--- src/rtl/sort2_insertion_sorter_if.sv ---
// rtl/sort2_insertion_sorter_if.sv - sample/result bundle for the top-4 insertion sorter
//
// Groups the incoming sample and the four ranked outputs.
//   a            : new sample, driven by the stream source (master)
//   ra/rb/rc/rd  : ranked retained values, driven by the sorter (slave)
interface sort2_insertion_sorter_if #(
  parameter int WIDTH = 8
);
  logic [WIDTH-1:0] a;
  logic [WIDTH-1:0] ra;
  logic [WIDTH-1:0] rb;
  logic [WIDTH-1:0] rc;
  logic [WIDTH-1:0] rd;

  modport master (
    output a,
    input  ra, rb, rc, rd
  );

  modport slave (
    input  a,
    output ra, rb, rc, rd
  );
endinterface

--- src/rtl/sort2_insertion_sorter.sv ---
// rtl/sort2_insertion_sorter.sv - streaming top-4 insertion sorter
//
// Takes one sample per clock and keeps the four largest values seen since reset,
// ranked ra >= rb >= rc >= rd. Outputs are registered; one cycle of latency.
// Optional macro SORT2_ASCEND_EN: keep the four smallest instead
// (ra <= rb <= rc <= rd) with all registers reset to all-ones.
//   clk    : rising-edge clock
//   reset  : synchronous, active-high; clears the retained set
//   bus    : slave side of sort2_insertion_sorter_if (a in; ra/rb/rc/rd out)
module sort2_insertion_sorter #(
  parameter int WIDTH = 8
) (
  input  logic                     clk,
  input  logic                     reset,
  sort2_insertion_sorter_if.slave  bus
);

`ifdef SORT2_ASCEND_EN
  // All-ones marks an empty slot: no sample is strictly smaller-than-beaten by it.
  localparam logic [WIDTH-1:0] EMPTY = '1;

  function automatic logic beats(input logic [WIDTH-1:0] x, input logic [WIDTH-1:0] y);
    return x < y;
  endfunction
`else
  // Zero marks an empty slot: a zero sample never beats anything.
  localparam logic [WIDTH-1:0] EMPTY = '0;

  function automatic logic beats(input logic [WIDTH-1:0] x, input logic [WIDTH-1:0] y);
    return x > y;
  endfunction
`endif

  logic [WIDTH-1:0] ra_q;
  logic [WIDTH-1:0] rb_q;
  logic [WIDTH-1:0] rc_q;
  logic [WIDTH-1:0] rd_q;

  // Strict compares: a sample equal to an entry lands below it, so ties
  // never reorder existing entries.
  always_ff @(posedge clk) begin
    if (reset) begin
      ra_q <= EMPTY;
      rb_q <= EMPTY;
      rc_q <= EMPTY;
      rd_q <= EMPTY;
    end else if (beats(bus.a, ra_q)) begin
      ra_q <= bus.a;
      rb_q <= ra_q;
      rc_q <= rb_q;
      rd_q <= rc_q;
    end else if (beats(bus.a, rb_q)) begin
      rb_q <= bus.a;
      rc_q <= rb_q;
      rd_q <= rc_q;
    end else if (beats(bus.a, rc_q)) begin
      rc_q <= bus.a;
      rd_q <= rc_q;
    end else if (beats(bus.a, rd_q)) begin
      rd_q <= bus.a;
    end
  end

  assign bus.ra = ra_q;
  assign bus.rb = rb_q;
  assign bus.rc = rc_q;
  assign bus.rd = rd_q;

endmodule

--- src/flat_wrapper.sv ---
// flat-port wrapper written by rule: the top's interface ports become plain ports
module sort2_insertion_sorter_flat 
#(
  parameter int WIDTH = 8
)
  (clk, reset, bus_a, bus_ra, bus_rb, bus_rc, bus_rd);
  sort2_insertion_sorter_if #(.WIDTH(WIDTH)) bus_i ();
  input  logic clk;
  input  logic reset;
  input wire logic [$bits(bus_i.a)-1:0] bus_a;
  output wire logic [$bits(bus_i.ra)-1:0] bus_ra;
  output wire logic [$bits(bus_i.rb)-1:0] bus_rb;
  output wire logic [$bits(bus_i.rc)-1:0] bus_rc;
  output wire logic [$bits(bus_i.rd)-1:0] bus_rd;
  assign bus_i.a = bus_a;
  assign bus_ra = bus_i.ra;
  assign bus_rb = bus_i.rb;
  assign bus_rc = bus_i.rc;
  assign bus_rd = bus_i.rd;
  sort2_insertion_sorter #(.WIDTH(WIDTH)) u_core (.clk(clk), .reset(reset), .bus(bus_i));
endmodule
--- config.mk ---
export PLATFORM = sky130hd
export DESIGN_NAME = sort2_insertion_sorter_flat
export DESIGN_NICKNAME = d
export VERILOG_FILES = /design/src/rtl/sort2_insertion_sorter_if.sv /design/src/rtl/sort2_insertion_sorter.sv /design/src/flat_wrapper.sv
export SDC_FILE = /design/constraint.sdc
export NUM_CORES = 1
export LEC_CHECK = 0
export CORE_ASPECT_RATIO = 1.5
export CORE_UTILIZATION = 45
export DETAILED_ROUTE_END_ITERATION = 6
export HOLD_SLACK_MARGIN = 0.15
export PLACE_DENSITY = 0.71
export SLEW_MARGIN = 20
export SYNTH_ARGS = -nofsm -noshare
export SYNTH_HDL_FRONTEND = slang
export SYNTH_SLANG_ARGS = --single-unit
export TNS_END_PERCENT = 100
--- constraint.sdc ---
create_clock -name clk -period 5.45 [get_ports clk]
set_clock_uncertainty 0.05 [all_clocks]
set_input_delay 1.635 -clock clk [delete_from_list [all_inputs] [get_ports clk]]
set_output_delay 1.635 -clock clk [all_outputs]
set_load 0.1 [all_outputs]
; Word-level counts from Yosys, hierarchy flattened
; Cells that the tools add are included.
; W data, S select, Z words.
[op_classes]
n_lt_le_gt_ge = 4
mux = 9
reduce_logical = 3
[ops]
columns = op, n
row1 = $mux W8, 9
row2 = $gt A8 B8 Y1, 4
row3 = $reduce_bool A4 Y1, 1
row4 = $reduce_bool A3 Y1, 1
row5 = $reduce_bool A2 Y1, 1
[word_totals]
ff_bits = 32
in_bits = 10
output_inout_bits = 32
wordCells = 20

; Depth between registers and ports, before layout
; Gate-level depths: netlist of the first run.
[depth]
word_depth = 5
mapped_depth = 10

; Worst setup path after synthesis of the first run
; OpenSTA, ideal clock, no wires.
[synth_timing]
kind = input -> register
startpoint = input bus_a[1]
endpoint = register u_core.rd_q[3] (netlist: u_core.bus.rd[3])
arrival_ns = 2.990
required_time_ns = 5.320
setup_slack_ns = 2.330
path_stages = 8
cell_sequence = ha_1 > nor2b_4 > o211ai_2 > a21oi_2 > o22ai_4 > buf_4 > a31oi_1 > a211oi_2
[synth_via]
elab_chain_cells = 4
word_cells_on_any_way = 8
[synth_lines]
columns = item, line_no
row1 = "start, declared", flat_wrapper.sv:10  ; input wire logic [$bits(bus_i.a)-1:0] bus_a;
row2 = $gt A8 B8 Y1, sort2_insertion_sorter.sv:30  ; return x > y;
row3 = $mux W8, sort2_insertion_sorter.sv:56  ; end else if (beats(bus.a, rc_q)) begin
row4 = $mux W8, sort2_insertion_sorter.sv:52  ; end else if (beats(bus.a, rb_q)) begin
row5 = $mux W8, sort2_insertion_sorter.sv:47  ; end else if (beats(bus.a, ra_q)) begin
row6 = "end signal, assigned", sort2_insertion_sorter.sv:51  ; rd_q <= rc_q;
row7 = "end signal, assigned", sort2_insertion_sorter.sv:55  ; rd_q <= rc_q;
row8 = "end signal, assigned", sort2_insertion_sorter.sv:58  ; rd_q <= rc_q;
row9 = "end, declared", sort2_insertion_sorter.sv:37  ; logic [WIDTH-1:0] rd_q;
; Several ways; a longest one is shown, not always the timed one.
; A chain may end at the register's enable or synchronous reset.

; Worst setup path after layout of the first run
[layout_timing]
startpoint = input bus_a[1]
endpoint = register u_core.rd_q[6] (netlist: u_core.bus.rd[6])
; Same word-level chain as after synthesis.

==> impl_metrics.ini, run 1 <==
[floorplanning]
rows = 31
die_h_um = 88.8
initial_core_util_pct = 47.0
die_area_um2 = 5310
core_um2 = 4810
dieWidth_um = 59.9
ios = 42

[pwr]
sw_frac_of_total_pct = 49.8
p_comb_share_pct = 55.6
peakVddDrop_mv = 0.172
power_leakage_nw = 1.08
pwr-share-seq_pct = 27.1
p_per_area_nw_per_um2 = 404
p_switching_mw = 0.559
clkPwrFrac_pct = 17.2
p_int_mw = 0.563

[route]
drtAntennaViolNets = 0
wl_um = 4820
drc = 0
vias = 1838
drt_pre_antenna_iters = 4
post_drt_wl_per_cell_um = 13.9
drtIter0Drc = 33
viasPerCell = 5.31

[grt]
overflow = 0
antenna_found_initial = 0
grt_max_degree = 33
grt_pass1_wl_um = 7950
grtUsageTotal_pct = 19.7
grt_pass1_vias = 1814

[cts]
htreeDepth = 2
cts-root-buf = clkbuf_8
cts_resized = 0
clk_pin_slew_ns = 0.07
cts_buffers = 5
clkSinkCount = 32
clk_path_buf_depth = 2
insertion_delay_ns = 0.29
cts_tree = done
ctsHoldBuffers = 0
post_cts_buffers = 0

[place]
hpwl_um = 3580
dp_slack_ns = 1.16
gp_congestion = 0.783
port_buffers = 41

[sta]
layout_setup_ws_ns = 1.48
finalHoldViolCount = 0
slew-limit-headroom_pct = 34.5
fmax_mhz = 252
tns_ns = 0
min_period_over_period_pct = 72.8
rsz0062_at_grt = no
tightestPinTransition_ns = 0.979
setup_violations = 0
slew_viol_final = 0
layout_min_cycle_time_ns = 3.97

[layout]
register_area_um2 = 641
insertedDiodeCount = 0
layout-drive-gt1-share_pct = 9.29
final_cell_mix = 41 x clkdlybuf4s50_1, 32 x mux2i_1, 32 x ha_1, 32 x dfxtp_1, 29 x inv_1
area_growth_pct = 23.0
layout_commonest_cell = clkdlybuf4s50_1
fill_cells = 474
fin_nets = 321
multi_input_area_um2 = 1410
utilization_pct = 57.8

[worst_setup_path]
crit_arrival_ns = 4.07
cp-start-kind = primary input
r2r_setup_slack_ns = 3.05
slowest_stage = clkdlybuf4s50_1
critical-path-max-stage-delay_ns = 0.66
crit_path_end_kind = flip-flop
critical_path_buf_inv_count = 2
critical_path_required_ns = 5.56
crit_type = in -> reg
cp_cell_sequence = clkdlybuf4s50_1 > ha_1 > nor2b_1 > o211ai_1 > a21oi_1 > o22ai_2 > buf_4 > and3_1 > a211oi_2
crit_path_max_fanout = 24
critPathTopFamily = buffers and inverters

[synthesis]
synth.avg_cell_area_um2 = 9.45
yosys_warnings = 0
synth_top_family_by_area = compound AO/OA/AOI/OAI gates
synth-seq-cells = 32
synth-adder-area-share_pct = 17.7
syn-num-nets = 281
ys_seq_area_share_pct = 28.3
synth.mux.area_fraction_pct = 14.2
synth_cell_types = 30
synth_xor_area_share_pct = 0
syn_inst = 239
netlist_area_um2 = 2260
synthSimpleGateAreaFrac_pct = 7.36
synth-compound-area-share_pct = 23.1

[outcome]
status = complete, no violations

[hold_path]
hp-class = reg -> reg

[job]
maxCapViolations = 0
[worst min-delay path: stages (launching register included)]
cell and delay (ns):
dfxtp_1 0.33, nor2_1 0.11, a211oi_1 0.05
[per-layer routing]
| metal | track usage [%] | part of all wire [%] | vias to the layer above |
|---|---|---|---|
| met5 | 0 | 0 | - |
| li1 | - | - | 954 |
| met4 | 8.25 | 2.0 | 0 |
| met3 | 3.51 | 2.0 | 7 |
| met2 | 35.7 | 51 | 22 |
| met1 | 22.1 | 45 | 855 |
[stage by stage]
step	total power [mW]	instance area (µm²)	hold slack (ns)	std cells
CTS	1.13	2780	0.492	346
floorplan	0.824	2260	0.900	239
finish	1.12	2780	0.488	346
global route	1.18	2780	0.512	346
global placement	0.930	2690	0.472	338
detailed placement	0.937	2690	0.478	338
[cell usage after synthesis, drive strengths merged]
cell type	n	share of area (%)
dfxtp	32	28
ha	32	18
mux2i	32	14
inv	29	4.8
a211oi	26	10
a21oi	20	4.6
nor2	17	2.8
buf	9	3.8
a31oi	8	2.2
nand4	8	2.2
clkbuf	4	0.66
nor2b	4	1.4
o211ai	4	1.6
o21ai	4	0.89
o21bai	3	1.2
o22ai	3	2.3
nand2	2	0.33
and2	1	0.28
and3	1	0.28
[path summary, 6_finish.rpt]
path	from	end	depth (start not counted)
worst min register to register	u_core.bus.ra[5]$_SDFFE_PP0P_	u_core.bus.rb[5]$_SDFFE_PP0P_	2
worst max register to register	u_core.bus.ra[1]$_SDFFE_PP0P_	u_core.bus.rd[6]$_SDFFE_PP0P_	9
worst max-delay path	bus_a[1]	u_core.bus.rd[6]$_SDFFE_PP0P_	9
worst min-delay path	u_core.bus.ra[5]$_SDFFE_PP0P_	u_core.bus.rb[5]$_SDFFE_PP0P_	2
[cells by family after synthesis]
| group | after synthesis |
|---|---|
| compound gates | 68 |
| fa+ha+maj | 32 |
| buf+inv | 42 |
| flops | 32 |
| mux | 32 |
| simple gates | 33 |
[power groups by stage]
stage / Sequential, mW / Clock (mW) / Combinational [mW]
3_3_place_gp: 0.310 / 0 / 0.620
2_1_floorplan: 0.555 / 0 / 0.269
5_1_grt: 0.311 / 0.205 / 0.665
3_5_place_dp: 0.311 / 0 / 0.626
6_report: 0.305 / 0.193 / 0.624
4_1_cts: 0.306 / 0.198 / 0.628
[registers in the layout, indices dropped and copies added (netlist names)]
register	count
u_core.bus.ra	8
u_core.bus.rb	8
u_core.bus.rc	8
u_core.bus.rd	8
[area by class of cell]
class / count / area share, %
well taps: 66 / 2.97
inverters: 29 / 3.92
flip-flops and latches: 32 / 23.0
multi-input cells: 165 / 50.7
clock buffers: 8 / 3.24
repair buffers: 46 / 16.1
Power figures use the tool's default switching activity.
==> run 2, diff against run 1 <==
--- a/config.mk
+++ b/config.mk
@@ -9,7 +9,7 @@
 export CORE_UTILIZATION = 45
 export DETAILED_ROUTE_END_ITERATION = 6
 export HOLD_SLACK_MARGIN = 0.15
-export PLACE_DENSITY = 0.71
+export PLACE_DENSITY = 0.74
 export SLEW_MARGIN = 20
 export SYNTH_ARGS = -nofsm -noshare
 export SYNTH_HDL_FRONTEND = slang
==> constraint.sdc (replaced) <==
create_clock -name clk -period 3.44 [get_ports clk]
set_clock_uncertainty 0.05 [all_clocks]
set_input_delay 1.032 -clock clk [delete_from_list [all_inputs] [get_ports clk]]
set_output_delay 1.032 -clock clk [all_outputs]
set_load 0.1 [all_outputs]
==> impl_metrics.ini, run 2 (same netlist as run 1, synthesis figures left out) <==
[sta]
slew-limit-headroom_pct = 68.5
finalHoldViolCount = 0
layout_min_cycle_time_ns = 3.04
setup_violations = 0
rsz0062_at_grt = no
tns_ns = 0
fmax_mhz = 329
min_period_over_period_pct = 88.2
tightestPinTransition_ns = 0.472
slew_viol_final = 0

[grt]
antenna_found_initial = 0
overflow = 0
grt_pass1_wl_um = 8080
grt_pass1_vias = 1824
grt_max_degree = 33
grtUsageTotal_pct = 20.0

[cts]
clkSinkCount = 32
cts_resized = 0
post_cts_buffers = 0
clk_pin_slew_ns = 0.06
insertion_delay_ns = 0.29
cts_tree = done
clk_path_buf_depth = 2
cts_buffers = 5
cts-root-buf = clkbuf_8
htreeDepth = 2
ctsHoldBuffers = 0

[worst_setup_path]
startpoint = bus_a[6]
worstReg2RegEnd = u_core.bus.rd[6]$_SDFFE_PP0P_
r2r_cells = 8
r2r-start = u_core.bus.rb[1]$_SDFFE_PP0P_
crit_type = in -> reg
crit_path_end_kind = flip-flop
crit_arrival_ns = 3.14
crit_path_max_fanout = 8
r2r_setup_slack_ns = 1.31
critical_path_required_ns = 3.54
cp-start-kind = primary input

[route]
vias = 1897
drtIter0Drc = 54
wl_um = 4970
post_drt_wl_per_cell_um = 14.0
viasPerCell = 5.34
drc = 0
drt_pre_antenna_iters = 4
drtAntennaViolNets = 0

[place]
port_buffers = 41
hpwl_um = 3740
gp_congestion = 0.776
place_area_um2 = 2680

[pwr]
peakVddDrop_mv = 0.303
p_per_area_nw_per_um2 = 640
power_leakage_nw = 1.18

[layout]
insertedDiodeCount = 0
layout_commonest_cell = buf_4
fill_cells = 459
utilization_pct = 57.5
postLayoutCellArea_um2 = 2770
area_growth_pct = 22.5
layout-drive-gt1-share_pct = 23.2
fin_nets = 330
final_cell_mix = 46 x buf_4, 32 x mux2i_1, 32 x ha_1, 32 x dfxtp_1, 29 x inv_1

[floorplanning]
rows = 31
dieWidth_um = 59.9
initial_core_util_pct = 47.0
ios = 42
core_um2 = 4810
die_h_um = 88.8
die_area_um2 = 5310

[hold_path]
hold_end = u_core.bus.rb[3]$_SDFFE_PP0P_
hold_start = u_core.bus.ra[3]$_SDFFE_PP0P_
min_path_cells = 2
hp-class = reg -> reg

[outcome]
status = complete, no violations

[job]
maxCapViolations = 0
==> run 2: worst max-delay path by stage <==
stage               cells past startpoint                             to  slack [ns]
global placement                        8  u_core.bus.rd[5]$_SDFFE_PP0P_        0.14
floorplan                               9  u_core.bus.rd[3]$_SDFFE_PP0P_        0.84
CTS                                     7  u_core.bus.rd[0]$_SDFFE_PP0P_        0.40
global route                            8  u_core.bus.rd[6]$_SDFFE_PP0P_        0.25
detailed placement                      8  u_core.bus.rd[0]$_SDFFE_PP0P_         0.1
finish                                  7  u_core.bus.rd[6]$_SDFFE_PP0P_        0.40
==> run 2: critical path, cell delays in order <==
cell and delay (ns):
clkdlybuf4s50_1 0.52, buf_4 0.22, ha_1 0.29, nand4_1 0.16
o22ai_2 0.29, and3_1 0.50, a211oi_2 0.13
==> run 2: through the flow <==
step                      total power [mW]  worst slack (ns)  cells  hold WS [ns]
after detailed placement              1.48            0.0957    347         0.475
after global routing                  1.87             0.246    355         0.497
after CTS                             1.78             0.399    355         0.486
after global placement                1.47             0.136    347         0.469
after floorplan                       1.31             0.836    239         0.900
final                                 1.77             0.405    355         0.485
==> run 2: final cells by class <==
class	count	area (µm²)	area share [%]
multi-input combinational	165	1410	50.9
tap	66	82.6	2.98
clock buffer	8	90.1	3.25
sequential	32	641	23.1
timing repair buffer	55	435	15.7
inverter	29	109	3.93
==> run 2: power breakdown <==
| part | internal (mW) | switching (mW) | total (mW) | leakage, nW |
|---|---|---|---|---|
| logic | 0.295 | 0.697 | 0.992 | 0.872 |
| registers | 0.428 | 0.0547 | 0.482 | 0.264 |
| clock network | 0.163 | 0.134 | 0.297 | 0.0455 |
| total | 0.885 | 0.886 | 1.77 | 1.18 |
==> run 2: routing by layer <==
| metal | vias to the layer above | GRT usage (%) | wire length, µm |
|---|---|---|---|
| met5 | - | 0 | 0 |
| met4 | 0 | 8.46 | 121 |
| met3 | 10 | 3.51 | 140 |
| met2 | 28 | 33.3 | 2510 |
| met1 | 885 | 25.0 | 2200 |
| li1 | 974 | - | - |
==> run 3, diff against run 2 <==
--- a/config.mk
+++ b/config.mk
@@ -6,10 +6,10 @@
 export NUM_CORES = 1
 export LEC_CHECK = 0
 export CORE_ASPECT_RATIO = 1.5
-export CORE_UTILIZATION = 45
+export CORE_UTILIZATION = 47
 export DETAILED_ROUTE_END_ITERATION = 6
 export HOLD_SLACK_MARGIN = 0.15
-export PLACE_DENSITY = 0.74
+export PLACE_DENSITY = 0.77
 export SLEW_MARGIN = 20
 export SYNTH_ARGS = -nofsm -noshare
 export SYNTH_HDL_FRONTEND = slang
==> impl_metrics.ini, run 3 (same netlist as run 1, synthesis figures left out) <==
[route]
drtIter0Drc = 50
viasPerCell = 5.39
drc = 0
wl_um = 4810
drtAntennaViolNets = 0
post_drt_wl_per_cell_um = 13.7
drt_pre_antenna_iters = 4
vias = 1898

[hold_path]
hold_end = u_core.bus.rb[5]$_SDFFE_PP0P_
hp-class = reg -> reg
min_path_cells = 2
hold_start = u_core.bus.ra[5]$_SDFFE_PP0P_

[worst_setup_path]
critical_path_buf_inv_count = 2
critPathTopFamily = buffers and inverters
crit_path_max_fanout = 16
critical_path_required_ns = 3.61
cp-start-kind = primary input
cp_cell_sequence = clkdlybuf4s50_1 > ha_1 > nor2b_1 > o211ai_1 > a21oi_1 > o22ai_2 > buf_4 > a31oi_1 > a211oi_2
slowest_stage = clkdlybuf4s50_1
r2r_setup_slack_ns = 1.31
r2r-start = u_core.bus.ra[1]$_SDFFE_PP0P_
critical-path-max-stage-delay_ns = 0.60
crit_path_end_kind = flip-flop
r2r_cells = 9
crit_arrival_ns = 3.19
crit_type = in -> reg
worstReg2RegEnd = u_core.bus.rd[2]$_SDFFE_PP0P_

[grt]
grt_pass1_vias = 1919
overflow = 0
grt_pass1_wl_um = 8210
grt-busiest-layer = met2
gr-usage-met2_pct = 37.7
grtUsageTotal_pct = 21.0
grt_max_degree = 33
use_met1_pct = 23.6
gr-usage-met3_pct = 3.57
antenna_found_initial = 0

[sta]
fmax_mhz = 331
slew-limit-headroom_pct = 72.8
tightestPinTransition_ns = 0.408
slew_viol_final = 0
min_period_over_period_pct = 87.8
finalHoldViolCount = 0
tns_ns = 0
setup_violations = 0
layout_min_cycle_time_ns = 3.02
layout_setup_ws_ns = 0.419
rsz0062_at_grt = no

[layout]
final_cell_mix = 45 x buf_4, 32 x mux2i_1, 32 x ha_1, 32 x dfxtp_1, 29 x inv_1
layout-drive-gt1-share_pct = 23.3
area_growth_pct = 22.8
insertedDiodeCount = 0
final_cell_count_no_fill = 352
fill_cells = 429
layout_commonest_cell = buf_4
fin_nets = 329

[job]
maxCapViolations = 0

[cts]
clk_path_buf_depth = 2
cts-root-buf = clkbuf_8
clkSinkCount = 32
cts_buffers = 5
ctsHoldBuffers = 0
cts_resized = 0
cts_tree = done
post_cts_buffers = 0
htreeDepth = 2
clk_pin_slew_ns = 0.07
insertion_delay_ns = 0.29

[place]
dp_slack_ns = 0.142
hpwl_um = 3700
port_buffers = 41
gp_congestion = 0.785
placed_cells = 344

[floorplanning]
die_area_um2 = 5090
initial_core_util_pct = 49.3
die_h_um = 86.9
ios = 42
dieWidth_um = 58.6
rows = 30
core_um2 = 4580

[pwr]
p_comb_share_pct = 54.3
p_switching_mw = 0.892
sw_frac_of_total_pct = 48.6
power_leakage_nw = 1.19
clkPwrFrac_pct = 19.5
p_per_area_nw_per_um2 = 661
pwr-share-seq_pct = 26.2
peakVddDrop_mv = 0.324
p_int_mw = 0.943

[outcome]
status = complete, no violations
==> run 3: worst max path at each step <==
stage / startpoint / end / slack [ns] / cells after the start
after floorplan: u_core.bus.rb[1]$_SDFFE_PP0P_ / u_core.bus.rd[3]$_SDFFE_PP0P_ / 0.84 / 9
after detailed placement: bus_a[1] / u_core.bus.rd[2]$_SDFFE_PP0P_ / 0.14 / 9
after global routing: bus_a[1] / u_core.bus.rd[5]$_SDFFE_PP0P_ / 0.27 / 9
after CTS: bus_a[1] / u_core.bus.rd[2]$_SDFFE_PP0P_ / 0.45 / 9
final: bus_a[1] / u_core.bus.rd[2]$_SDFFE_PP0P_ / 0.42 / 9
after global placement: bus_a[1] / u_core.bus.ra[0]$_SDFFE_PP0P_ / 0.18 / 9
==> run 3: stage by stage <==
stage          util, %  cell area [µm²]  power (mW)  hold WS [ns]
3_5_place_dp      58.3             2670        1.49         0.477
5_1_grt           60.6             2780        1.94         0.517
2_1_floorplan        -             2260        1.31         0.900
3_3_place_gp      58.3             2670        1.47         0.467
6_report          60.6             2780        1.83         0.482
4_1_cts           60.6             2780        1.85         0.485
==> run 3: cell type report <==
class	instances	area, µm²	area share (%)
inverters	29	109	3.92
repair buffers	54	428	15.4
multi-input cells	165	1410	50.8
well taps	64	80.1	2.89
flip-flops and latches	32	641	23.1
clock inverters	2	35.0	1.26
clock buffers	6	72.6	2.61
==> run 3: per-layer routing <==
metal  part of all wire (%)  vias up
met5                      0        -
li1                       -      971
met2                     54       30
met4                    2.2        0
met1                     42      888
met3                    2.3        9
==> run 3: worst min-delay path, stage by stage, from the launching register on <==
cell and delay, ns:
dfxtp_1 0.33, nor2_1 0.10, a211oi_1 0.05
==> run 3: power groups by stage <==
stage	combinational, mW	clock [mW]	sequential (mW)
finish	0.996	0.357	0.482
global route	1.07	0.379	0.490
CTS	1.00	0.366	0.483
detailed placement	0.998	0	0.490
global placement	0.983	0	0.489
floorplan	0.426	0	0.879
